===== config.mk =====
export PLATFORM = sky130hd
export DESIGN_NAME = p2s_serializer_with_sig_flat
export DESIGN_NICKNAME = d
export VERILOG_FILES = /design/src/rtl/p2s_serializer_with_sig_pkg.sv /design/src/rtl/p2s_serializer_with_sig_if.sv /design/src/rtl/p2s_serializer_with_sig_shift_reg.sv /design/src/rtl/p2s_serializer_with_sig.sv /design/src/flat_wrapper.sv
export SDC_FILE = /design/constraint.sdc
export NUM_CORES = 1
export LEC_CHECK = 0
export ABC_AREA = 0
export CORE_ASPECT_RATIO = 1.1
export CORE_MARGIN = 3
export CORE_UTILIZATION = 45
export DETAILED_ROUTE_END_ITERATION = 7
export PLACE_DENSITY = 0.69
export SYNTH_ARGS = -nofsm -noshare
export SYNTH_HDL_FRONTEND = slang
export SYNTH_SLANG_ARGS = --single-unit

===== constraint.sdc =====
create_clock -name clk -period 3.09 [get_ports clk]
set_input_delay 0.618 -clock clk [delete_from_list [all_inputs] [get_ports clk]]
set_output_delay 0.618 -clock clk [all_outputs]
set_load 0.02 [all_outputs]

===== src/rtl/p2s_serializer_with_sig_pkg.sv =====
// Shared types, bounds and config clamps
// for the FIFO-fed serializer.
package p2s_pkg;

  localparam int MAX_W = 11;
  localparam int MAX_N = 6;
  localparam int WW = $clog2(MAX_W) + 1;
  localparam int NW = $clog2(MAX_N) + 1;

  typedef enum logic [1:0] {
    IDLE,
    WAIT,
    SHIFT
  } state_t;

  function automatic int clamp_width(
    input int w,
    input int maxw
  );
    return (w == 0 || w > maxw) ? maxw : w;
  endfunction

  function automatic int clamp_loops(
    input int n,
    input int maxn
  );
    return (n == 0 || n > maxn) ? maxn : n;
  endfunction

endpackage


===== src/rtl/p2s_serializer_with_sig_if.sv =====
// Serial valid/ready bit stream with
// first/last word markers.
interface p2s_ser_if;

  logic ser_valid;
  logic ser_ready;
  logic ser_data;
  logic ser_first;
  logic ser_last;

  modport master (
    output ser_valid,
    output ser_data,
    output ser_first,
    output ser_last,
    input  ser_ready
  );

  modport slave (
    input  ser_valid,
    input  ser_data,
    input  ser_first,
    input  ser_last,
    output ser_ready
  );

endinterface


===== src/rtl/p2s_serializer_with_sig_shift_reg.sv =====
// Word shift register with a runtime
// W-bit window and selectable direction.
module p2s_shift_reg
  import p2s_pkg::*;
#(
  parameter int MW  = MAX_W,
  parameter int WWD = $clog2(MW) + 1
) (
  input  logic           clk,
  input  logic           rst,
  input  logic           i_load,
  input  logic           i_shift,
  input  logic           i_lsb_first,
  input  logic [WWD-1:0] i_width,
  input  logic [MW-1:0]  i_data,
  output logic           o_bit
);

  logic [MW-1:0] r_sreg;
  logic [MW-1:0] w_mask;
  logic          w_msb;

  always_comb begin
    w_mask = '0;
    w_msb  = 1'b0;
    for (int i = 0; i < MW; i++) begin
      w_mask[i] = (i < int'(i_width));
      if (i == int'(i_width) - 1)
        w_msb = r_sreg[i];
    end
  end

  always_ff @(posedge clk) begin
    if (rst)
      r_sreg <= '0;
    else if (i_load)
      r_sreg <= i_data & w_mask;
    else if (i_shift)
      r_sreg <= i_lsb_first
        ? (r_sreg >> 1)
        : ((r_sreg << 1) & w_mask);
  end

  assign o_bit = i_lsb_first ? r_sreg[0] : w_msb;

endmodule


===== src/rtl/p2s_serializer_with_sig.sv =====
// Pops one FIFO word, waits out its pop
// latency, then serializes it bit by bit.
module p2s_serializer_with_sig
  import p2s_pkg::*;
#(
  parameter int max_FIFO_WIDTH = MAX_W,
  parameter int max_NUM_LOOPS  = MAX_N
) (
  input  logic clk,
  input  logic rst,
  input  logic [$clog2(max_FIFO_WIDTH):0] sig_FIFO_WIDTH,
  input  logic [$clog2(max_NUM_LOOPS):0]  sig_NUM_LOOPS,
  input  logic sig_LSB_FIRST,
  input  logic empty,
  output logic pop,
  input  logic [max_FIFO_WIDTH-1:0] pop_data,
  p2s_ser_if.master ser,
  output logic busy
);

  localparam int CW = $clog2(max_FIFO_WIDTH) + 1;
  localparam int CN = $clog2(max_NUM_LOOPS) + 1;

  state_t        r_state;
  state_t        w_state;
  logic [CW-1:0] r_w;
  logic [CW-1:0] r_bit_cnt;
  logic [CN-1:0] r_lat_cnt;
  logic          r_lsb;
  logic [CW-1:0] w_w;
  logic [CN-1:0] w_n;
  logic          w_load;
  logic          w_shift;
  logic          w_valid;
  logic          w_bit;

  assign w_w = CW'(clamp_width(
    int'(sig_FIFO_WIDTH), max_FIFO_WIDTH));
  assign w_n = CN'(clamp_loops(
    int'(sig_NUM_LOOPS), max_NUM_LOOPS));

  assign w_valid = (r_state == SHIFT);

  always_comb begin
    w_state = r_state;
    pop     = 1'b0;
    w_load  = 1'b0;
    w_shift = 1'b0;
    unique case (r_state)
      IDLE: begin
        if (!empty && !rst) begin
          pop     = 1'b1;
          w_state = WAIT;
        end
      end
      WAIT: begin
        if (r_lat_cnt == CN'(1)) begin
          w_load  = 1'b1;
          w_state = SHIFT;
        end
      end
      SHIFT: begin
        if (ser.ser_ready) begin
          w_shift = 1'b1;
          if (r_bit_cnt == CW'(1))
            w_state = IDLE;
        end
      end
      default: w_state = IDLE;
    endcase
  end

  always_ff @(posedge clk) begin
    if (rst) begin
      r_state   <= IDLE;
      r_w       <= '0;
      r_bit_cnt <= '0;
      r_lat_cnt <= '0;
      r_lsb     <= 1'b0;
    end else begin
      r_state <= w_state;
      if (pop) begin
        r_w       <= w_w;
        r_lsb     <= sig_LSB_FIRST;
        r_lat_cnt <= w_n;
      end else if (r_state == WAIT) begin
        r_lat_cnt <= r_lat_cnt - CN'(1);
      end
      if (w_load)
        r_bit_cnt <= r_w;
      else if (w_shift)
        r_bit_cnt <= r_bit_cnt - CW'(1);
    end
  end

  p2s_shift_reg #(
    .MW  (max_FIFO_WIDTH),
    .WWD (CW)
  ) u_sreg (
    .clk         (clk),
    .rst         (rst),
    .i_load      (w_load),
    .i_shift     (w_shift),
    .i_lsb_first (r_lsb),
    .i_width     (r_w),
    .i_data      (pop_data),
    .o_bit       (w_bit)
  );

  assign ser.ser_valid = w_valid;
  assign ser.ser_data  = w_valid & w_bit;
  assign ser.ser_first = w_valid & (r_bit_cnt == r_w);
  assign ser.ser_last  = w_valid & (r_bit_cnt == CW'(1));
  assign busy          = (r_state != IDLE);

endmodule


===== src/flat_wrapper.sv =====
// flat-port wrapper written by rule: the top's interface ports become plain ports
module p2s_serializer_with_sig_flat import p2s_pkg::*;
#(
  parameter int max_FIFO_WIDTH = MAX_W,
  parameter int max_NUM_LOOPS  = MAX_N
)
  (clk, rst, sig_FIFO_WIDTH, sig_NUM_LOOPS, sig_LSB_FIRST, empty, pop, pop_data, busy, ser_ser_valid, ser_ser_data, ser_ser_first, ser_ser_last, ser_ser_ready);
  p2s_ser_if ser_i ();
  input  logic clk;
  input  logic rst;
  input  logic [$clog2(max_FIFO_WIDTH):0] sig_FIFO_WIDTH;
  input  logic [$clog2(max_NUM_LOOPS):0] sig_NUM_LOOPS;
  input  logic sig_LSB_FIRST;
  input  logic empty;
  output logic pop;
  input  logic [max_FIFO_WIDTH-1:0] pop_data;
  output logic busy;
  output wire logic [$bits(ser_i.ser_valid)-1:0] ser_ser_valid;
  output wire logic [$bits(ser_i.ser_data)-1:0] ser_ser_data;
  output wire logic [$bits(ser_i.ser_first)-1:0] ser_ser_first;
  output wire logic [$bits(ser_i.ser_last)-1:0] ser_ser_last;
  input wire logic [$bits(ser_i.ser_ready)-1:0] ser_ser_ready;
  assign ser_ser_valid = ser_i.ser_valid;
  assign ser_ser_data = ser_i.ser_data;
  assign ser_ser_first = ser_i.ser_first;
  assign ser_ser_last = ser_i.ser_last;
  assign ser_i.ser_ready = ser_ser_ready;
  p2s_serializer_with_sig #(.max_FIFO_WIDTH(max_FIFO_WIDTH), .max_NUM_LOOPS(max_NUM_LOOPS)) u_core (.clk(clk), .rst(rst), .sig_FIFO_WIDTH(sig_FIFO_WIDTH), .sig_NUM_LOOPS(sig_NUM_LOOPS), .sig_LSB_FIRST(sig_LSB_FIRST), .empty(empty), .pop(pop), .pop_data(pop_data), .ser(ser_i), .busy(busy));
endmodule

==> metrics, run 1 <==
largest clock skew in the final design 0.00724 ns; Placement Rows 23; # clock sinks 28; maximum number of pins on one net before global-route repair 29; CTS H-Tree Depth 1; crit-path cells mux2i_1 > mux4_2 > nor3b_1 > a2111oi_2 > clkdlybuf4s50_1; number of standard cells after synthesis 239; status complete, no violations; WP data required 2.47 ns; Remaining Overflow, GRT 0; Hold Crit Class reg2reg; drt via density 5.89; worst vdd rail ir drop 0.219 mV; library cell used as clock root buffer sky130_fd_sc_hd__clkbuf_8; later-pin clock latency in the skew report 0.28 ns; final hold vios 0; Seq cells post-synth 28; global routing usage summed across all routing layers 21.7%; count of warnings emitted by yosys 0; final core area utilization 60.3%; most frequent standard cell in the layout excluding fill and tap cells sky130_fd_sc_hd__clkdlybuf4s50_1; fraction of the mapped netlist area in compound gates 26.8%; top library cells by usage in the layout, fill and taps aside sky130_fd_sc_hd__clkdlybuf4s50_1, sky130_fd_sc_hd__nor2_1, sky130_fd_sc_hd__a21oi_1, sky130_fd_sc_hd__dfxtp_1, sky130_fd_sc_hd__nand2_1; Detailed Route WL 4.98 mm; crit share post-route 97.1%; fraction of final layout cells with drive strength greater than 1 10.6%; floorplan die area 4940 um2; arrival time of the worst setup path 2.38 ns; cell family with most CP delay buffers and inverters; post-synthesis share of cell area spent on and, or, nand and nor gates 26.5%; MaxCap Viol Count 0; share of the synthesized netlist area taken by xor and xnor gates 2.82%; clock tree from TritonCTS done; Core Area 3800 um2; number of global-route vias before repair 1,722; number of buffers added by the clock tree synthesis step 3; type of destination of the critical path primary output; sequential-to-total area share from yosys stat 30.1%; worst setup path class reg2out; Crit path largest cell delay 0.66 ns; global-route wire length before repair 8.35 mm; most instantiated flip-flop cell in the synthesis netlist sky130_fd_sc_hd__dfxtp_1; via count 1,856; cell with the largest stage delay on the worst path sky130_fd_sc_hd__clkdlybuf4s50_1; mux share of post-synthesis cell area 3.36%; number of hold buffers added after cts 0; Chip Height 73.4 um; DRC Markers 0; main combinational cell family by area after synthesis compound AO/OA/AOI/OAI gates; number of inserted diodes 0; setup violators final 0; unrepaired setup endpoints after global routing no; input/output buffers 30; element type at the critical path start flop; max-slew violation count 0; layout net count 295; antenna violations before repair 0; drt initial violations 174; maximum clock frequency 333 MHz; arithmetic-cell share of the synthesized area counting full adders, half adders and majority gates 2.69%; largest buffer count on any clock path 2; number of enable flip-flop cells after synthesis 0; Synth cell types 53; final standard cell area without fillers 2290 um2; syn_nets 268; cell area power density 399 nW/um2; per-instance average area after synthesis 7.78 um2; growth of design area from synthesis to finish 23.1%; beginning of the critical path u_core.r_w[2]; HPWL after detailed placement 3.53 mm; count of antenna-violating nets left after detailed routing 0; transition at the pin with the smallest max-transition slack 0.631 ns; Starting Density 49.0%; tightest hold margin 0.527 ns; maximum fanout along the worst path 12; # IOs 31; setup TNS 0 ns; horizontal die dimension 67.3 um; headroom to the max-slew limit 57.7%; static leakage 0.799 nW; sum of buffers and inverters on the critical path 1; filler instances 384; average routed wire per standard cell 15.8 um; first drt pass iteration count 4; global placer's final weighted congestion 0.801; placed cell areas 2210 um2; Final Total Pwr 0.913 mW; final period demand of the worst path 3.00 ns; beginning of the worst register-to-register path u_core.r_lat_cnt[0]; Hold Crit Start u_core.r_lat_cnt[2]; post-synth design cell area 1860 um2; register clock-pin slew on the reported worst setup and hold paths 0.11 ns; fraction of registers with async set or reset after synthesis 0%
-- report_power, final --
group	total [mW]	internal, mW	switching, mW
Combinational	0.200	0.102	0.0984
Clock	0.302	0.174	0.129
Sequential	0.410	0.380	0.0296
Total	0.913	0.656	0.257
-- cells in the mapped netlist (all sizes together), types with 3 or more instances --
cell type	n	area share, %
dfxtp	28	30
nor2	25	5.0
a21oi	24	6.5
nand2	23	4.6
buf	14	4.3
inv	12	2.4
nor3	10	3.0
o21ai	7	2.1
a211oi	6	2.4
a2111oi	5	2.7
clkbuf	5	1.0
nand3	5	1.3
nand3b	5	2.0
o211ai	5	2.0
ha	4	2.7
mux2i	4	2.2
nor2b	4	1.3
nor4	4	1.3
o311ai	4	1.9
xnor2	4	1.9
a211o	3	1.4
a221oi	3	1.4
a2bb2oi	3	1.4
a32oi	3	1.4
or3	3	1.3
-- final timing paths --
kind / end / slack, ns / cells past startpoint
worst max-delay path: ser_ser_data / 0.09 / 5
worst min-delay path: u_core.r_lat_cnt[2] / 0.53 / 2
worst max register to register: u_core.u_sreg.r_sreg[3] / 1.09 / 6
worst min register to register: u_core.r_lat_cnt[2] / 0.53 / 2
-- through the flow --
step | std cells | worst slack (ns)
global route | 315 | 0.000760
global placement | 311 | 0.306
CTS | 315 | 0.0547
floorplan | 239 | 0.836
detailed placement | 311 | 0.290
finish | 315 | 0.0893
-- worst reg2reg max path: stages (launching register included) --
cell,delay (ns)
sky130_fd_sc_hd__dfxtp_1,0.40
sky130_fd_sc_hd__ha_1,0.15
sky130_fd_sc_hd__nor3b_2,0.37
sky130_fd_sc_hd__and2_1,0.49
sky130_fd_sc_hd__buf_4,0.25
sky130_fd_sc_hd__nor3_1,0.06
sky130_fd_sc_hd__nor4_1,0.18
-- flip-flops by register name, indices dropped and copies added, names as in the netlist --
register	count
u_core.r_w	5
u_core.r_lsb	1
u_core.r_lat_cnt	4
u_core.r_bit_cnt	5
u_core.u_sreg.r_sreg	11
u_core.r_state	2
-- cells by family (layout without fill, tap and decap cells) --
kind of cell | Yosys count | in the layout
compound gates | 71 | 71
xor+xnor | 6 | 6
fa+ha+maj | 4 | 4
buf+inv | 31 | 57
flops | 28 | 28
mux | 5 | 5
simple gates | 94 | 94
-- layout make-up --
cell class	instances	area [um2]	area share, %
Inverter	12	45.0	1.97
Tap cell	50	62.6	2.73
Clock buffer	3	41.3	1.80
Sequential cell	28	566	24.7
Multi-Input combinational cell	180	1160	50.8
Timing Repair Buffer	41	383	16.7
Clock inverter	1	30.0	1.31
-- timing repair --
item,4_1_cts,5_1_grt
endpoints found under the setup margin,1,1
gates resized for setup,2,4
pin swaps,0,1
setup buffers,0,0
-- metal layers --
layer | share of wire [%] | wire length (um) | vias up | track usage (%)
met1 | 48 | 2400 | 880 | 31.1
li1 | - | - | 925 | -
met3 | 5.3 | 264 | 4 | 3.82
met2 | 46 | 2280 | 47 | 33.2
met5 | 0 | 0 | - | 0
met4 | 0.68 | 34 | 0 | 6.31
No activity file was read; power rests on OpenSTA's default activity.
==> run 2: changes to the inputs <==
CORE_MARGIN = 2   (was 3)
==> run 2 against run 1 <==
Combinational power is essentially flat. Clock power hardly changed. Die area is 5.6% lower. Utilization decreased by 2.7 points. Non-clock buffer count fell by 1. Maximum frequency grew 7.7%. Sequential share of layout area decreased by 0.15 points. Clock-buffer cell count unchanged. Via count rose by 0.92%. Worst setup slack better by 0.21 ns. Global-route usage up 0.058 points. Critical path type is now in2out.
==> metrics, run 2 (synthesis gave the netlist of run 1 again) <==
final period demand of the worst path 2.79 ns (-0.215 ns); DRC Markers 0 (unchanged); fraction of final layout cells with drive strength greater than 1 8.71% (-1.9 points); Detailed Route WL 4.78 mm (-4.0%); global placer's final weighted congestion 0.838 (+4.7%); # IOs 31 (unchanged); horizontal die dimension 65.3 um (-3.0%); largest buffer count on any clock path 2 (unchanged); post-place setup slack 0.288 ns (-0.00150 ns); HPWL after detailed placement 3.37 mm (-4.6%); # clock sinks 28 (unchanged); transition at the pin with the smallest max-transition slack 0.682 ns (+0.0502 ns); antenna violations before repair 0 (unchanged); clock tree from TritonCTS done; first drt pass iteration count 4 (unchanged); number of inserted diodes 0 (unchanged); setup TNS 0 ns (unchanged); top flop regs u_core.u_sreg.r_sreg x11, u_core.r_bit_cnt x5, u_core.r_w x5; max-slew violation count 0 (unchanged); growth of design area from synthesis to finish 22.7%; status complete, no violations; Remaining Overflow, GRT 0 (unchanged); setup violators final 0 (unchanged); Chip Height 71.4 um (-2.7%); most frequent standard cell in the layout excluding fill and tap cells sky130_fd_sc_hd__clkdlybuf4s50_1; cell area power density 398 nW/um2 (-0.24%); largest register by flop count u_core.u_sreg.r_sreg; worst setup path class in2out; library cell used as clock root buffer sky130_fd_sc_hd__clkbuf_8; MaxCap Viol Count 0 (unchanged); crit-path cells clkdlybuf4s50_1 > or3_4 > nor2_1 > clkdlybuf4s50_1; WP data required 2.47 ns (about the same); maximum number of pins on one net before global-route repair 29 (unchanged); buffer count from post-CTS setup fixing 0 (unchanged); worst vdd rail ir drop 0.201 mV (-8.5%); type of destination of the critical path primary output; Final Total Pwr 0.908 mW (-0.52%); Crit path largest cell delay 0.60 ns (-0.06 ns); input/output buffers 30 (unchanged); later-pin clock latency in the skew report 0.28 ns (about the same); Hold Crit Class reg2reg; number of buffers added by the clock tree synthesis step 3 (unchanged); number of flip-flops in the largest register 11 (unchanged); element type at the critical path start input port; static leakage 0.811 nW (+1.5%); filler instances 380 (-1.0%); layout net count 294 (-0.34%); Core Area 3960 um2 (+4.3%); top library cells by usage in the layout, fill and taps aside sky130_fd_sc_hd__clkdlybuf4s50_1, sky130_fd_sc_hd__dfxtp_1, sky130_fd_sc_hd__nor2_1, sky130_fd_sc_hd__a21oi_1, sky130_fd_sc_hd__nand2_1; Starting Density 46.9% (-2.0 points); global routing usage summed across all routing layers 21.8% (+0.058 points); register clock-pin slew on the reported worst setup and hold paths 0.11 ns (about the same); arrival time of the worst setup path 2.17 ns (-0.21 ns); unrepaired setup endpoints after global routing no; post-placement cell count 312 (+0.32%); most frequent cell on the critical path sky130_fd_sc_hd__clkdlybuf4s50_1; number of global-route vias before repair 1,675 (-2.7%); Final Non-Filler Cells 316 (+0.32%); via count 1,873 (+0.92%); crit share post-route 90.2% (-6.9 points); global-route wire length before repair 7.98 mm (-4.4%); final hold vios 0 (unchanged); count of antenna-violating nets left after detailed routing 0 (unchanged); average routed wire per standard cell 15.1 um (-4.3%); floorplan die area 4670 um2 (-5.6%); headroom to the max-slew limit 54.6% (-3.1 points); CTS H-Tree Depth 1 (unchanged); drt via density 5.93 (+0.60%); drt initial violations 77 (-56%); tightest hold margin 0.518 ns (-0.00872 ns); maximum clock frequency 359 MHz (+7.7%); cell with the largest stage delay on the worst path sky130_fd_sc_hd__clkdlybuf4s50_1; maximum fanout along the worst path 8 (-4); slack of the critical path 0.304 ns (+0.215 ns); largest clock skew in the final design 0.00870 ns (+0.00146 ns); Placement Rows 24 (+4.3%)
==> run 2: path summary, 6_finish.rpt <==
kind / start / to / slack, ns / cells after the start
hold reg to reg: u_core.r_lat_cnt[2] / u_core.r_lat_cnt[2] / 0.52 / 2
setup reg to reg: u_core.r_lat_cnt[0] / u_core.u_sreg.r_sreg[2] / 0.92 / 5
setup / recovery: empty / pop / 0.30 / 4
hold / removal: u_core.r_lat_cnt[2] / u_core.r_lat_cnt[2] / 0.52 / 2
==> run 2: metal layers <==
layer	global-route usage (%)	share of wire (%)	vias up	wire length [um]
li1	-	-	928	-
met1	30.4	47	893	2270
met2	35.5	47	48	2240
met3	2.35	4.7	4	227
met4	6.71	1.1	0	53
met5	0	0	-	0
==> run 2: worst max-delay path: cells and delay by family <==
kind,cells,cell delay (ns)
buffers and inverters,2,1.04
AND/OR/NAND/NOR,2,0.50
==> run 2: report_power, final <==
part,leakage (nW),switching (mW),internal [mW],total (mW)
clock,0.0357,0.126,0.174,0.300
sequential,0.228,0.0265,0.379,0.406
combinational,0.547,0.101,0.101,0.202
total,0.811,0.254,0.654,0.908
==> run 2: final cells by class <==
cell class	instances	area, um2	share of cell area (%)
Inverter	12	45.0	1.97
Clock buffer	3	41.3	1.81
Tap cell	52	65.1	2.85
Clock inverter	1	30.0	1.32
Sequential cell	28	561	24.5
Timing Repair Buffer	40	378	16.5
Multi-Input combinational cell	180	1160	51.0
==> run 2: what timing repair did <==
| action | 4_1_cts | 5_1_grt |
|---|---|---|
| resized for setup | 1 | 3 |
| endpoints found under the setup margin | 1 | 1 |
| hold buffers | 0 | 0 |
| pin swaps | 0 | 1 |
==> run 2: through the flow <==
| stage | util [%] | instance area, um2 |
|---|---|---|
| finish | 57.6 | 2280 |
| global placement | 55.6 | 2200 |
| detailed placement | 55.6 | 2200 |
| floorplan | - | 1860 |
| CTS | 57.4 | 2270 |
| global route | 57.6 | 2280 |
==> run 3: changes to the inputs <==
--- a/config.mk
+++ b/config.mk
@@ -13,2 +13,3 @@
 export PLACE_DENSITY = 0.69
+export SKIP_LAST_GASP = 1
 export SYNTH_ARGS = -nofsm -noshare
==> constraint.sdc (replaced) <==
create_clock -name clk -period 3.09 [get_ports clk]
set_input_delay 0.4635 -clock clk [delete_from_list [all_inputs] [get_ports clk]]
set_output_delay 0.4635 -clock clk [all_outputs]
set_load 0.02 [all_outputs]
==> run 3 against run 2 <==
Non-clock buffer count is 2 lower. Sequential power rose by 1%. Clock skew shrank 0.0042 ns.
==> metrics, run 3 (synthesis gave the netlist of run 1 again) <==
average routed wire per standard cell 15.4 um (+1.8%); number of inserted diodes 0 (unchanged); clock tree from TritonCTS done; number of cells traversed by the worst register-to-register path 6 (+1); via count 1,879 (+0.32%); antenna violations before repair 0 (unchanged); Register-to-Register Setup Slack 1.15 ns (+0.23 ns); element type at the critical path start flop; final hold vios 0 (unchanged); number of flip-flops in the largest register 11 (unchanged); first drt pass iteration count 5 (+1); largest clock skew in the final design 0.00447 ns (-0.00423 ns); status complete, no violations; top flop regs u_core.u_sreg.r_sreg x11, u_core.r_bit_cnt x5, u_core.r_w x5; arrival time of the worst setup path 2.44 ns (+0.27 ns); floorplan die area 4670 um2 (unchanged); number of global-route vias before repair 1,771 (+5.7%); beginning of the critical path u_core.r_w[1]; Hold Crit Class reg2reg; setup TNS 0 ns (unchanged); Remaining Overflow, GRT 0 (unchanged); library cell used as clock root buffer sky130_fd_sc_hd__clkbuf_8; Final Total Pwr 0.836 mW (-7.9%); fraction of final layout cells with drive strength greater than 1 8.02% (-0.70 points); beginning of the worst register-to-register path u_core.r_lat_cnt[0]; transition at the pin with the smallest max-transition slack 0.659 ns (-0.0231 ns); type of destination of the critical path primary output; sum of buffers and inverters on the critical path 2 (unchanged); final period demand of the worst path 2.91 ns (+0.121 ns); drt via density 5.98 (+0.96%); setup violators final 0 (unchanged); Starting Density 46.9% (unchanged); global routing usage summed across all routing layers 22.7% (+0.91 points); reg2reg end u_core.r_bit_cnt[2]; growth of design area from synthesis to finish 20.6%; buffer count from post-CTS setup fixing 0 (unchanged); cell with the largest stage delay on the worst path sky130_fd_sc_hd__clkdlybuf4s50_1; most frequent standard cell in the layout excluding fill and tap cells sky130_fd_sc_hd__clkdlybuf4s50_1; layout net count 292 (-0.68%); headroom to the max-slew limit 55.9% (+1.3 points); DRC Markers 0 (unchanged); worst vdd rail ir drop 0.212 mV (+5.7%); cell area power density 373 nW/um2 (-6.3%); Detailed Route WL 4.84 mm (+1.2%); input/output buffers 30 (unchanged); static leakage 0.774 nW (-4.6%); count of antenna-violating nets left after detailed routing 0 (unchanged); global placer's final weighted congestion 0.850 (+1.4%); largest register by flop count u_core.u_sreg.r_sreg; max-slew violation count 0 (unchanged); maximum clock frequency 344 MHz (-4.2%); maximum number of pins on one net before global-route repair 29 (unchanged); top library cells by usage in the layout, fill and taps aside sky130_fd_sc_hd__clkdlybuf4s50_1, sky130_fd_sc_hd__dfxtp_1, sky130_fd_sc_hd__nor2_1, sky130_fd_sc_hd__a21oi_1, sky130_fd_sc_hd__nand2_1; post-place setup slack 0.425 ns (+0.137 ns); Chip Height 71.4 um (unchanged); Core Area 3960 um2 (unchanged); # IOs 31 (unchanged); Crit path largest cell delay 0.66 ns (+0.06 ns); WP data required 2.63 ns (+0.16 ns); largest buffer count on any clock path 2 (unchanged); crit share post-route 94.1% (+3.9 points); worst setup path class reg2out; unrepaired setup endpoints after global routing no; global-route wire length before repair 8.39 mm (+5.1%); count of instances resized after the clock tree is built 0 (-1); MaxCap Viol Count 0 (unchanged); crit-path cells buf_4 > o21ai_1 > nor4b_1 > a2111oi_1 > a2111oi_2 > clkdlybuf4s50_1; number of buffers added by the clock tree synthesis step 3 (unchanged); number of hold buffers added after cts 0 (unchanged); register clock-pin slew on the reported worst setup and hold paths 0.10 ns (about the same); drt initial violations 100 (+30%); maximum fanout along the worst path 9 (+1); later-pin clock latency in the skew report 0.28 ns (about the same); critical path capture point ser_ser_data; # clock sinks 28 (unchanged); HPWL after detailed placement 3.43 mm (+1.7%); CTS H-Tree Depth 1 (unchanged); cell family with most CP delay buffers and inverters; slack of the critical path 0.183 ns (-0.121 ns); Crit. path cell count 6 (+2); horizontal die dimension 65.3 um (unchanged); Placement Rows 24 (unchanged)
==> run 3: cell types whose count changed in the layout (fill, tap and decap cells not counted), sizes merged <==
cell,delta
buf,-2
bufinv,-1
dlymetal6s2s,-1
clkdlybuf4s50,+1
clkbuf,+1
==> run 3: layout make-up <==
cell class | instances | area (um2)
flip-flops and latches | 28 | 562
well taps | 52 | 65.1
multi-input cells | 180 | 1160
fillers | 391 | 1720
clock buffers | 4 | 55.1
repair buffers | 38 | 360
inverters | 12 | 45.0
==> run 3: report_power, final <==
part	leakage (nW)	switching, mW	internal (mW)
sequential	0.228	0.0320	0.379
combinational	0.517	0.0943	0.0970
clock	0.0288	0.119	0.114
==> run 3: tightest hold or removal path: stages, from the launching register on <==
cell	delay, ns
sky130_fd_sc_hd__dfxtp_1	0.36
sky130_fd_sc_hd__nand2_1	0.07
sky130_fd_sc_hd__a21oi_1	0.06
==> run 3: worst min path at each step <==
stage,from,endpoint,slack [ns],cells after the start
after global routing,u_core.r_lat_cnt[2],u_core.r_lat_cnt[2],0.54,2
after CTS,u_core.r_lat_cnt[2],u_core.r_lat_cnt[2],0.52,2
after detailed placement,u_core.r_lat_cnt[2],u_core.r_lat_cnt[2],0.50,2
after global placement,u_core.u_sreg.r_sreg[10],u_core.u_sreg.r_sreg[10],0.50,2
after floorplan,u_core.r_lat_cnt[2],u_core.r_lat_cnt[2],0.48,2
final,u_core.r_lat_cnt[2],u_core.r_lat_cnt[2],0.53,2
==> run 3: through the flow <==
stage	cells	util (%)	instance area [um2]	hold slack (ns)
2_1_floorplan	239	-	1860	0.476
3_3_place_gp	310	55.2	2190	0.501
3_5_place_dp	310	55.2	2190	0.502
4_1_cts	314	56.6	2240	0.521
5_1_grt	314	56.6	2240	0.543
6_report	314	56.6	2240	0.532
==> run 3: layer usage <==
metal / vias to the layer above / GRT usage (%) / routed length, um
li1: 925 / - / -
met1: 900 / 30.9 / 2350
met2: 50 / 37.2 / 2280
met3: 4 / 2.98 / 171
met4: 0 / 7.41 / 33
met5: - / 0 / 0
==> patch (flow settings as in run 1) <==
`MAX_W`: 11 -> 13.
--- a/src/rtl/p2s_serializer_with_sig_pkg.sv
+++ b/src/rtl/p2s_serializer_with_sig_pkg.sv
@@ -2,7 +2,7 @@
 // for the FIFO-fed serializer.
 package p2s_pkg;
 
-  localparam int MAX_W = 11;
+  localparam int MAX_W = 13;
   localparam int MAX_N = 6;
   localparam int WW = $clog2(MAX_W) + 1;
   localparam int NW = $clog2(MAX_N) + 1;
Interface: changed (resized pop_data); port bits go from 31 to 33. No check against the original RTL was run, so the function may have changed too.
==> patch against run 1 <==
Register-to-register slack better by 0.06 ns. Combinational power barely moved. Largest power group unchanged. Cell area rose by 8.0%. Power grew 13%. Routed wire length increased by 4.1%. Via count increased by 6.9%. Worst setup slack better by 0.12 ns. Sequential cell count is 2 higher. Area after synthesis rose by 7.6%.
==> patch: results (changes against run 1) <==
met3 wire length 254 um (-3.8%); Peak VDD IR 0.2070 mV (-5.5%); Reg power frac 42.1% (-2.8 points); Seq/Total Area, Yosys 30.00% (-0.13 points); gpl congestion 0.8900 (+11%); ranking of synthesized cells by area dfxtp_1 (30%), a21oi_1 (6.0%), nand2_1 (5.3%); Syn Nets 288 (+7.5%); Slew headroom 64.21% (+6.5 points); DP HPWL 3.727 mm (+5.6%); PostCTS Resize Cnt 0 (-2); Total GRT Usage 20.67% (-1.0 points); Routed Wire Length 5.184 mm (+4.1%); Synth Area in Compound Gates 30.56% (+3.8 points); final net count 319 (+8.1%); internal power 744.2 uW (+13%); largest net degree at the start of global routing 30 (+3.4%); outcome finished, final reports clean; first-pass GRT wire length 9.018 mm (+8.0%); placed cell area 0.002352 mm^2 (+6.6%); Post-synth top cells dfxtp_1 (30), nand2_1 (28), nor2_1 (26); Setup Skew 0.008285 ns (+0.001048 ns); part of the power in combinational logic 19.4% (-2.5 points); TritonCTS buffer count 5 (+2); met2 Use GR 33.11% (-0.077 points); vias per inst 5.818 (-1.3%); critical-path maximum fanout 11 (-1); Initial DRC Count 157 (-9.8%); Synth Area in XOR/XNOR 3.063% (+0.24 points); mux cell area share after synthesis 1.000% (-2.4 points); worst path arrival time 2.27 ns (-0.11 ns); WL per Instance 15.20 um (-3.8%); Synth Area in Adders 2.500% (-0.19 points); Seq power 435 uW (+6.1%); pre-CTS setup slack 0.2983 ns (+0.008533 ns); filler cell count 371 (-3.4%); GR Util met1 26.87% (-4.2 points); vias in the first global route 1883 (+9.3%); synth unique cells 60 (+13%); DR WL met2 2.450 mm (+7.6%)
==> patch: worst paths after layout <==
| path | slack, ns | end | startpoint | cells past startpoint |
|---|---|---|---|---|
| max | 0.21 | ser_ser_data | u_core.r_w[1]$_SDFFE_PP0P_ | 6 |
| min | 0.48 | u_core.r_lat_cnt[1]$_SDFFE_PP0P_ | u_core.r_lat_cnt[1]$_SDFFE_PP0P_ | 2 |
| max reg2reg | 1.15 | u_core.u_sreg.r_sreg[2]$_SDFFE_PP0P_ | u_core.r_lat_cnt[1]$_SDFFE_PP0P_ | 7 |
| min reg2reg | 0.48 | u_core.r_lat_cnt[1]$_SDFFE_PP0P_ | u_core.r_lat_cnt[1]$_SDFFE_PP0P_ | 2 |
==> patch: layout make-up <==
type                       count  area, um^2  share of cell area, %
tap                           52       65.06                  2.632
inverter                      12       45.04                  1.822
clock inverter                 3       40.04                  1.619
sequential                    30       604.3                  24.44
multi-input combinational    197        1254                  50.71
clock buffer                   5       68.82                  2.783
timing repair buffer          42       395.4                  15.99
